$ cat config.mk
export PLATFORM = sky130hd
export DESIGN_NAME = fifo_wr_arbiter
export DESIGN_NICKNAME = d
export VERILOG_FILES = /design/src/rtl/fifo_param_pkg.sv /design/src/rtl/fifo_wr_arbiter_rr_pick.sv /design/src/rtl/fifo_wr_arbiter.sv
export SDC_FILE = /design/constraint.sdc
export NUM_CORES = 1
export LEC_CHECK = 0
export BUFFER_PORTS_ARGS = -buffer_cell sky130_fd_sc_hd__buf_2
export CAP_MARGIN = 0
export CORE_MARGIN = 5
export CORE_UTILIZATION = 42
export CTS_CLUSTER_DIAMETER = 200
export DETAILED_ROUTE_END_ITERATION = 10
export HOLD_SLACK_MARGIN = 0.1
export MAX_ROUTING_LAYER = met4
export PLACE_DENSITY = 0.86
export SKIP_CTS_REPAIR_TIMING = 1
export SYNTH_ARGS = -nofsm -noshare
export SYNTH_HDL_FRONTEND = slang
export SYNTH_SLANG_ARGS = --single-unit
export TNS_END_PERCENT = 100
$ cat constraint.sdc
create_clock -name CLK -period 6.4 [get_ports CLK]
set_clock_uncertainty 0.1 [all_clocks]
set_input_delay 1.28 -clock CLK [delete_from_list [all_inputs] [get_ports CLK]]
set_output_delay 1.28 -clock CLK [all_outputs]
set_load 0.03 [all_outputs]
$ cat src/rtl/fifo_param_pkg.sv
// FIFO-wide parameters plus the shared types used by the write-port arbiter.
// The arbiter statistics counters are built only when FIFO_ARB_STATS_EN is defined.
package fifo_param_pkg;

  localparam int FIFO_WIDTH        = 32;

  localparam int FIFO_ARB_NREQ_MAX = 16;
  localparam int FIFO_ARB_CNT_W    = 16;
  localparam int FIFO_ARB_IDX_W    = $clog2(FIFO_ARB_NREQ_MAX);
  // Burst counter is held at a fixed width so the state struct is parameter-free;
  // this caps MAX_BURST at 255.
  localparam int FIFO_ARB_BCNT_W   = 8;

  typedef struct packed {
    logic [FIFO_ARB_IDX_W-1:0]  owner;
    logic                       owner_vld;
    logic [FIFO_ARB_BCNT_W-1:0] burst_cnt;
    logic [FIFO_ARB_IDX_W-1:0]  rr_ptr;
  } fifo_arb_state_t;

endpackage

$ cat src/rtl/fifo_wr_arbiter_rr_pick.sv
// Rotate-priority encoder: first set req bit scanning upward from rr_ptr, modulo N.
module rr_pick
  import fifo_param_pkg::*;
#(
  parameter int N = 4
) (
  input  logic [N-1:0]              req,
  input  logic [FIFO_ARB_IDX_W-1:0] rr_ptr,
  output logic [FIFO_ARB_IDX_W-1:0] sel,
  output logic                      found
);

  logic [FIFO_ARB_NREQ_MAX-1:0] req_x;
  logic [FIFO_ARB_IDX_W:0]      idx;

  assign req_x = FIFO_ARB_NREQ_MAX'(req);

  // Walk from the farthest slot back to rr_ptr so the nearest hit wins last.
  always_comb begin
    sel   = '0;
    found = 1'b0;
    idx   = '0;
    for (int k = N-1; k >= 0; k--) begin
      idx = {1'b0, rr_ptr} + (FIFO_ARB_IDX_W+1)'(k);
      if (idx >= (FIFO_ARB_IDX_W+1)'(N)) idx = idx - (FIFO_ARB_IDX_W+1)'(N);
      if (req_x[idx[FIFO_ARB_IDX_W-1:0]]) begin
        sel   = idx[FIFO_ARB_IDX_W-1:0];
        found = 1'b1;
      end
    end
  end

endmodule

$ cat src/rtl/fifo_wr_arbiter.sv
// Round-robin, burst-locking arbiter in front of a FIFO write port (zero-latency grant).
// Optional per-requester write / error counters under FIFO_ARB_STATS_EN.
module fifo_wr_arbiter
  import fifo_param_pkg::*;
#(
  parameter  int N_REQ     = 4,   // 2..16
  parameter  int MAX_BURST = 4,   // 1..255
  localparam int OW        = $clog2(N_REQ)
) (
  input  logic                                 CLK,
  input  logic                                 nRST,
  input  logic [N_REQ-1:0]                     req,
  input  logic [N_REQ-1:0][FIFO_WIDTH-1:0]     req_data,
  output logic [N_REQ-1:0]                     gnt,
  output logic                                 fifo_wr_en,
  output logic [FIFO_WIDTH-1:0]                fifo_wr_data,
  input  logic                                 fifo_full,
  input  logic                                 fifo_wr_err,
  output logic [OW-1:0]                        owner,
  output logic                                 owner_vld
`ifdef FIFO_ARB_STATS_EN
  ,
  output logic [N_REQ-1:0][FIFO_ARB_CNT_W-1:0] wr_cnt,
  output logic [FIFO_ARB_CNT_W-1:0]            err_cnt
`endif
);

  localparam logic [FIFO_ARB_BCNT_W-1:0] MAXB = FIFO_ARB_BCNT_W'(MAX_BURST);

  fifo_arb_state_t              st, st_nxt;
  logic [FIFO_ARB_NREQ_MAX-1:0] req_x;
  logic [FIFO_ARB_IDX_W-1:0]    scan_sel, sel;
  logic                         found, owner_hit, grant_any;

  assign req_x = FIFO_ARB_NREQ_MAX'(req);

  rr_pick #(.N(N_REQ)) u_pick (
    .req    (req),
    .rr_ptr (st.rr_ptr),
    .sel    (scan_sel),
    .found  (found)
  );

  // Owner keeps the port while it still requests and has burst budget left.
  assign owner_hit = st.owner_vld && req_x[st.owner] && (st.burst_cnt < MAXB);
  assign sel       = owner_hit ? st.owner : scan_sel;
  assign grant_any = nRST && !fifo_full && (owner_hit || found);

  always_comb begin
    gnt          = '0;
    fifo_wr_data = '0;
    for (int i = 0; i < N_REQ; i++) begin
      if (grant_any && sel == FIFO_ARB_IDX_W'(i)) begin
        gnt[i]       = 1'b1;
        fifo_wr_data = req_data[i];
      end
    end
  end

  assign fifo_wr_en = |gnt;

  // Full pauses the burst without terminating it: no branch fires while full.
  always_comb begin
    st_nxt = st;
    if (grant_any) begin
      if (owner_hit) begin
        st_nxt.burst_cnt = st.burst_cnt + 1'b1;
      end else begin
        st_nxt.owner     = sel;
        st_nxt.owner_vld = 1'b1;
        st_nxt.burst_cnt = FIFO_ARB_BCNT_W'(1);
        st_nxt.rr_ptr    = (sel == FIFO_ARB_IDX_W'(N_REQ-1)) ? '0 : sel + 1'b1;
      end
    end else if (!fifo_full && st.owner_vld && !req_x[st.owner]) begin
      st_nxt.owner_vld = 1'b0;
      st_nxt.burst_cnt = '0;
    end
  end

  always_ff @(posedge CLK or negedge nRST) begin
    if (!nRST) st <= '0;
    else       st <= st_nxt;
  end

  assign owner     = st.owner[OW-1:0];
  assign owner_vld = st.owner_vld;

`ifdef FIFO_ARB_STATS_EN
  always_ff @(posedge CLK or negedge nRST) begin
    if (!nRST) begin
      wr_cnt  <= '0;
      err_cnt <= '0;
    end else begin
      for (int i = 0; i < N_REQ; i++)
        if (gnt[i] && wr_cnt[i] != '1) wr_cnt[i] <= wr_cnt[i] + 1'b1;
      if (fifo_wr_err && err_cnt != '1) err_cnt <= err_cnt + 1'b1;
    end
  end
`else
  logic unused_wr_err;
  assign unused_wr_err = fifo_wr_err;
`endif

endmodule
* Word level (Yosys, flattened, before mapping)
Cells that the tools add are included.
** Cells by class
- Muxes and demuxes :: 36
- Magnitude comparators :: 10
- Bitwise gates (word level) :: 1
- $add $sub $neg :: 9
- Reduce and logical (&&, ||, !) cells :: 18
- Equality and inequality tests :: 4
** Operator list (number)
- $mux W32 :: 4
- $mux W4 :: 10
- $lt A4 B5 Y1 const B :: 5
- $bmux W1 S4 :: 5
- $mux W9 :: 2
- $sub A4 B3 Y4 const B :: 4
- $ge A5 B3 Y1 const B :: 3
- $mux W1 :: 14
- $add A4 B2 Y5 const B :: 2
- $logic_and A1 B1 Y1 :: 10
- $add A8 B1 Y8 const B :: 1
- $eq A4 B2 Y1 const B :: 2
- $lt A8 B3 Y1 const B :: 1
- $mux W8 :: 1
- $add A4 B1 Y5 const B :: 1
- $add A4 B1 Y4 const B :: 1
- $eq A4 B1 Y1 const B :: 1
- $ge A4 B3 Y1 const B :: 1
- $logic_not A4 Y1 :: 1
- $reduce_and A2 Y1 :: 2
- $reduce_or A4 Y1 :: 1
- $logic_not A1 Y1 :: 2
- $ne A2 B2 Y1 const B :: 1
- $reduce_bool A2 Y1 :: 1
- other kinds (2) :: 2
** Storage, ports and cells
- Word-level logic and storage cells :: 82
- Flip-flop bits (word level) :: 17
- Output and inout bits :: 40
- Input bits :: 136

* Longest topological paths before layout
- Word-level depth :: 16
- Gate-level depth with buffers :: 20
- Depth with buffers taken out :: 19

* Hierarchy
From an unflattened synthesis, not the netlist that was laid out.
** Second synthesis, totals
- Cell total of the unflattened synthesis :: 336
- Area, all modules :: 2645.0 um2
** By module, submodules not included
- fifo_wr_arbiter :: cells each 274, area each 2144.6 um2, seq. area each 425.4 um2, instances 1
- rr_pick :: cells each 62, area each 500.5 um2, seq. area each 0.0 um2, instances 1

* Worst setup path before layout
OpenSTA, ideal clock, no wires.
- Path type :: in2out
- Start :: in req[3]
- End :: out fifo_wr_data[23]
- Path slack :: 921 ps
- Stages :: 14
- Path buffers :: 2
- Arrival :: 4099 ps
- Data required time :: 5020 ps
- Path through :: mux4_2 > o21a_1 > a2bb2oi_1 > o31ai_1 > mux2_2 > ha_1 > clkbuf_1 > nor2_1 > clkbuf_1 > a221o_1 > o21ai_0 > nor2_1 > a21oi_1 > nor2_1
** On the way
- Cells in the longest elaborated chain, start to end :: 13
- Elaborated cells on any way between the ends :: 35
- Those cells by class :: 3 x eq/ne; 23 x mux; 9 x reduce/logical
** RTL lines
- from (decl) :: RTL line fifo_wr_arbiter.sv:12 : input logic [N_REQ-1:0] req,
- $bmux W1 S4 :: RTL line fifo_wr_arbiter_rr_pick.sv:26 : if (req_x[idx[FIFO_ARB_IDX_W-1:0]]) begin
- $mux W1 (implied by the code) :: RTL line fifo_wr_arbiter_rr_pick.sv:26
- $mux W4 (4 in series) :: RTL line fifo_wr_arbiter_rr_pick.sv:26
- $mux W4 * :: RTL line fifo_wr_arbiter.sv:46 : assign sel = owner_hit ? st.owner : scan_sel;
- net sel[0] :: RTL line fifo_wr_arbiter.sv:32 : logic [FIFO_ARB_IDX_W-1:0] scan_sel, sel;
- $logic_not A4 Y1 :: RTL line fifo_wr_arbiter.sv:53 : if (grant_any && sel == FIFO_ARB_IDX_W'(i)) begin
- $logic_and A1 B1 Y1 :: RTL line fifo_wr_arbiter.sv:53
- $mux W32 (3 in series) :: RTL line fifo_wr_arbiter.sv:53
- $mux W32 * :: RTL line fifo_wr_arbiter.sv:53
- to (decl) :: RTL line fifo_wr_arbiter.sv:16 : output logic [FIFO_WIDTH-1:0] fifo_wr_data,
The timed path passes the listed nets; every way through them passes the cells marked *. The select of a mux whose other input is x is not followed.

* Final worst setup path
- Start :: reg st[1] in the netlist's numbering
- End :: out fifo_wr_data[16]
** On the way
- Cells in the longest elaborated chain, start to end :: 16
- Elaborated cells on any way between the ends :: 46
- Those cells by class :: 7 x add/sub; 4 x order compare; 3 x eq/ne; 25 x mux; 7 x reduce/logical
** RTL lines
- from (decl) :: RTL line fifo_wr_arbiter.sv:30 : fifo_arb_state_t st, st_nxt;
- from (signal assigned) :: RTL line fifo_wr_arbiter.sv:82 : else st <= st_nxt;
- $add A4 B2 Y5 :: RTL line fifo_wr_arbiter_rr_pick.sv:24 : idx = {1'b0, rr_ptr} + (FIFO_ARB_IDX_W+1)'(k);
- $sub A4 B3 Y4 / $ge A5 B3 Y1 (equally long branches) :: RTL line fifo_wr_arbiter_rr_pick.sv:25 : if (idx >= (FIFO_ARB_IDX_W+1)'(N)) idx = idx - (FIFO_ARB_IDX_W+1)'(N);
- $mux W4 :: RTL line fifo_wr_arbiter_rr_pick.sv:25
- $bmux W1 S4 :: RTL line fifo_wr_arbiter_rr_pick.sv:26
- $mux W1 (implied by the code) :: RTL line fifo_wr_arbiter_rr_pick.sv:26
- $mux W4 / $mux W1 (equally long branches) (4 in series) :: RTL line fifo_wr_arbiter_rr_pick.sv:26
- $mux W4 / $logic_or A1 B1 Y1 (equally long branches) :: RTL line fifo_wr_arbiter.sv:46, fifo_wr_arbiter.sv:47
- $logic_not A4 Y1 / $logic_and A1 B1 Y1 (equally long branches) :: RTL line fifo_wr_arbiter.sv:53, fifo_wr_arbiter.sv:47
- $logic_and A1 B1 Y1 :: RTL line fifo_wr_arbiter.sv:53
- $mux W32 (3 in series) :: RTL line fifo_wr_arbiter.sv:53
- $mux W32 * :: RTL line fifo_wr_arbiter.sv:53
Every way passes the cells marked *; elsewhere a longest branch is shown, timed or not. The select of a mux whose other input is x is not followed.

==> flow_metrics.py <==
metrics = {
    "worst_setup_path": {
        "path_cells": "inv_1 > ha_1 > a21oi_1 > xnor2_1 > ha_1 > a22oi_1 > o211ai_1 > a21boi_2 > a311oi_1 > o31ai_2 > mux2i_1 > ha_1 > nor2_4 > a221o_1 > o21ai_0 > nor2_1 > a21oi_1 > nor2_1 > buf_2",
        "start_kind": "flop",
        "worst-r2r-setup-slack_ns": 2.53,
        "crit_family": "compound AO/OA/AOI/OAI gates",
        "cp_max_fo": 16,
        "path_depth": 19,
        "critPathArrivalTime_ns": 4.60,
        "crit_type": "flop to output pin",
        "cp_slowest_cell": "dfrtp_1",
        "max_stage_delay_ns": 0.52,
        "cp-end-kind": "output pin",
        "r2r-start": "st[1]$_DFFE_PN0P_",
        "r2r_end": "st[0]$_DFFE_PN0P_",
        "path_buf_inv": 2,
        "crit_top_cell": "ha_1",
        "reg2reg_depth": 15,
        "worst-endpoint-required_ns": 5.02,
    },
    "global_route": {
        "grt_max_degree": 34,
        "grt_usage_pct": 24.6,
        "grt_pass1_vias": 3037,
        "grt_pass1_wl_um": 14400,
        "antenna_found_initial": 2,
        "globalRouteOverflowTotal": 0,
    },
    "timing": {
        "fmax_ghz": 0.167,
        "final-hold-violation-count": 0,
        "timing.final.crit_share_pct": 93.4,
        "maxSlewHeadroom_pct": 67.9,
        "tightest_slew_ns": 0.481,
        "setup_viol": 0,
        "rsz0062_at_grt": "no",
        "tns_ns": 0,
        "drv_slew": 0,
        "min_period_ns": 5.98,
    },
    "clock_tree": {
        "cts.clk_slew.worst_paths_ns": 0.07,
        "clock-sinks": 17,
        "clk_path_buf_depth": 2,
        "htreeDepth": 1,
        "cts_tree": "built",
        "numCtsBuffers": 3,
        "clock_latency_ns": 0.26,
        "clockRootBuffer": "clkbuf_8",
    },
    "floorplanning": {
        "num_io_pins": 176,
        "die_width_um": 86.1,
        "die_y_um": 86.1,
        "initial_utilization_pct": 43.7,
        "core_area_mm2": 0.00557,
        "fp-row-count": 27,
        "die_area_mm2": 0.00742,
    },
    "synth": {
        "synth_mux_area_share_pct": 7.46,
        "synth_top_family_by_area": "compound AO/OA/AOI/OAI gates",
        "synthCells": 329,
        "ys_types": 52,
        "synth-seq-area-share_pct": 17.5,
        "synth-xor-area-share_pct": 2.11,
        "syn-num-nets": 482,
        "netlist_area_mm2": 0.00243,
        "ys.flop_type": "dfrtp_1",
        "ys_ff_latch": 17,
        "async_flop_share_pct": 100,
        "yosysWarnings": 0,
        "synthAdderAreaFrac_pct": 8.74,
        "postSynthAreaPerCell_um2": 7.40,
        "synth_compound_area_share_pct": 35.1,
        "synthSimpleGateAreaFrac_pct": 20.8,
        "synth_edf_count": 0,
    },
    "hold_path": {
        "worstHoldEndpoint": "st[9]$_DFFE_PN0P_",
        "min_from": "st[9]$_DFFE_PN0P_",
        "min_path_cells": 1,
        "hold_path_class": "flop to flop",
    },
    "cells_and_area": {
        "drive_gt1_share_pct": 42.8,
        "area_delta_synth_final_pct": 39.6,
        "nNetsFinal": 640,
        "final_area_mm2": 0.00340,
    },
    "drt": {
        "ant_nets": 0,
        "drcViolationCount": 0,
        "vias_per_cell": 5.70,
        "top_layer_used": "met4",
        "drt-met1-wl_um": 3790,
        "vias": 3197,
        "routed_wl_um": 9770,
        "dr_wl_met3_um": 769,
        "drt_iter0_drc": 263,
        "wire_per_inst_um": 17.4,
        "wl_met2_um": 4920,
        "firstDrtPassIters": 5,
    },
    "place": {
        "dpl_cell_area_mm2": 0.00332,
        "port-buffer-count": 174,
        "dp_hpwl_um": 7750,
        "gp_congestion": 0.927,
    },
    "job": {
        "maxCapViolCount": 0,
    },
    "status": {
        "status": "complete, no violations",
    },
}
-- worst reg2reg max path, delay by kind of cell (launching register included) --
kind	cells	cell delay (ns)
AOI/OAI and AO/OA	7	1.38
DFF	1	0.52
and+or+nand+nor	1	0.09
xor gates and xnor gates	1	0.12
buffers and inverters	2	0.35
muxes	1	0.25
adders and majority gates	3	0.94
-- layout make-up --
| class | instances | area [um^2] |
|---|---|---|
| Sequential cell | 17 | 425 |
| Clock buffer | 3 | 41.3 |
| Antenna cell | 3 | 7.51 |
| Inverter | 12 | 45.0 |
| Clock inverter | 1 | 5.00 |
| Multi-Input combinational cell | 269 | 1840 |
| Timing Repair Buffer | 184 | 946 |
| Fill cell | 495 | 2180 |
| Tap cell | 72 | 90.1 |
-- placed cells by master, fill, tap and decap left out, types with 4 or more instances in the layout --
cell	instances
buf_2	174
nor2_1	73
a21oi_1	35
o21ai_0	34
a221o_1	32
dfrtp_1	17
ha_1	16
inv_1	11
nand2_1	11
buf_4	10
and3_1	7
mux2i_1	5
mux2_2	4
nor2b_1	4
-- synth_stat cells (all sizes together), types with 2 or more instances --
library cell	count	share of area [%]
nor2	74	11
a21oi	35	7.2
o21ai	35	7.2
a221o	32	13
clkbuf	21	3.2
dfrtp	17	17
ha	17	8.7
inv	12	1.9
nand2	12	2.2
buf	11	3.2
and3	7	1.8
mux2	5	2.5
mux2i	5	2.1
nor2b	5	1.6
xnor2	4	1.7
mux4	3	2.9
a22oi	2	0.62
a2bb2oi	2	0.72
nand2b	2	0.51
nand3	2	0.41
nor3	2	0.41
o211ai	2	0.62
o22ai	2	0.51
o31ai	2	0.62
or3b	2	0.72
-- metal layers --
metal  track usage [%]  vias up
li1                  -     1524
met1              31.5     1485
met2              39.7      163
met3              2.59       25
met4              9.64        0
met5                 -        -
-- flip-flops by register name (all words and copies together) (netlist names) --
signal     flops
owner_vld      1
st            14
owner          2
-- how the worst max path moves through the flow --
stage | start | slack, ns | to
final | st[1]$_DFFE_PN0P_ | 0.42 | fifo_wr_data[16]
after CTS | st[1]$_DFFE_PN0P_ | -0.27 | fifo_wr_data[16]
after detailed placement | req[3] | 0.07 | fifo_wr_data[16]
after global routing | st[1]$_DFFE_PN0P_ | 0.07 | fifo_wr_data[16]
after global placement | req[3] | 0.24 | fifo_wr_data[16]
after floorplan | req[3] | 0.92 | fifo_wr_data[23]
-- stage by stage --
stage	worst slack (ns)	hold slack [ns]	instances	util (%)
after global routing	0.0694	0.426	560	60.9
final	0.419	0.418	561	60.9
after detailed placement	0.0749	0.401	553	59.5
after CTS	-0.273	0.417	557	60.3
after global placement	0.241	0.387	553	59.5
after floorplan	0.921	0.370	329	-
-- cell families (layout without fill, tap and decap cells) --
family / Yosys count / after routing
AOI/OAI and AO/OA: 121 / 121
xor gates and xnor gates: 5 / 5
adders and majority gates: 17 / 17
buffers and inverters: 44 / 200
DFF: 17 / 17
muxes: 13 / 13
other: 0 / 3
and+or+nand+nor: 112 / 113
Power is left out: the tool's default activity adds up to more than one toggle a clock period on the data nets, which glitch-free logic cannot reach.
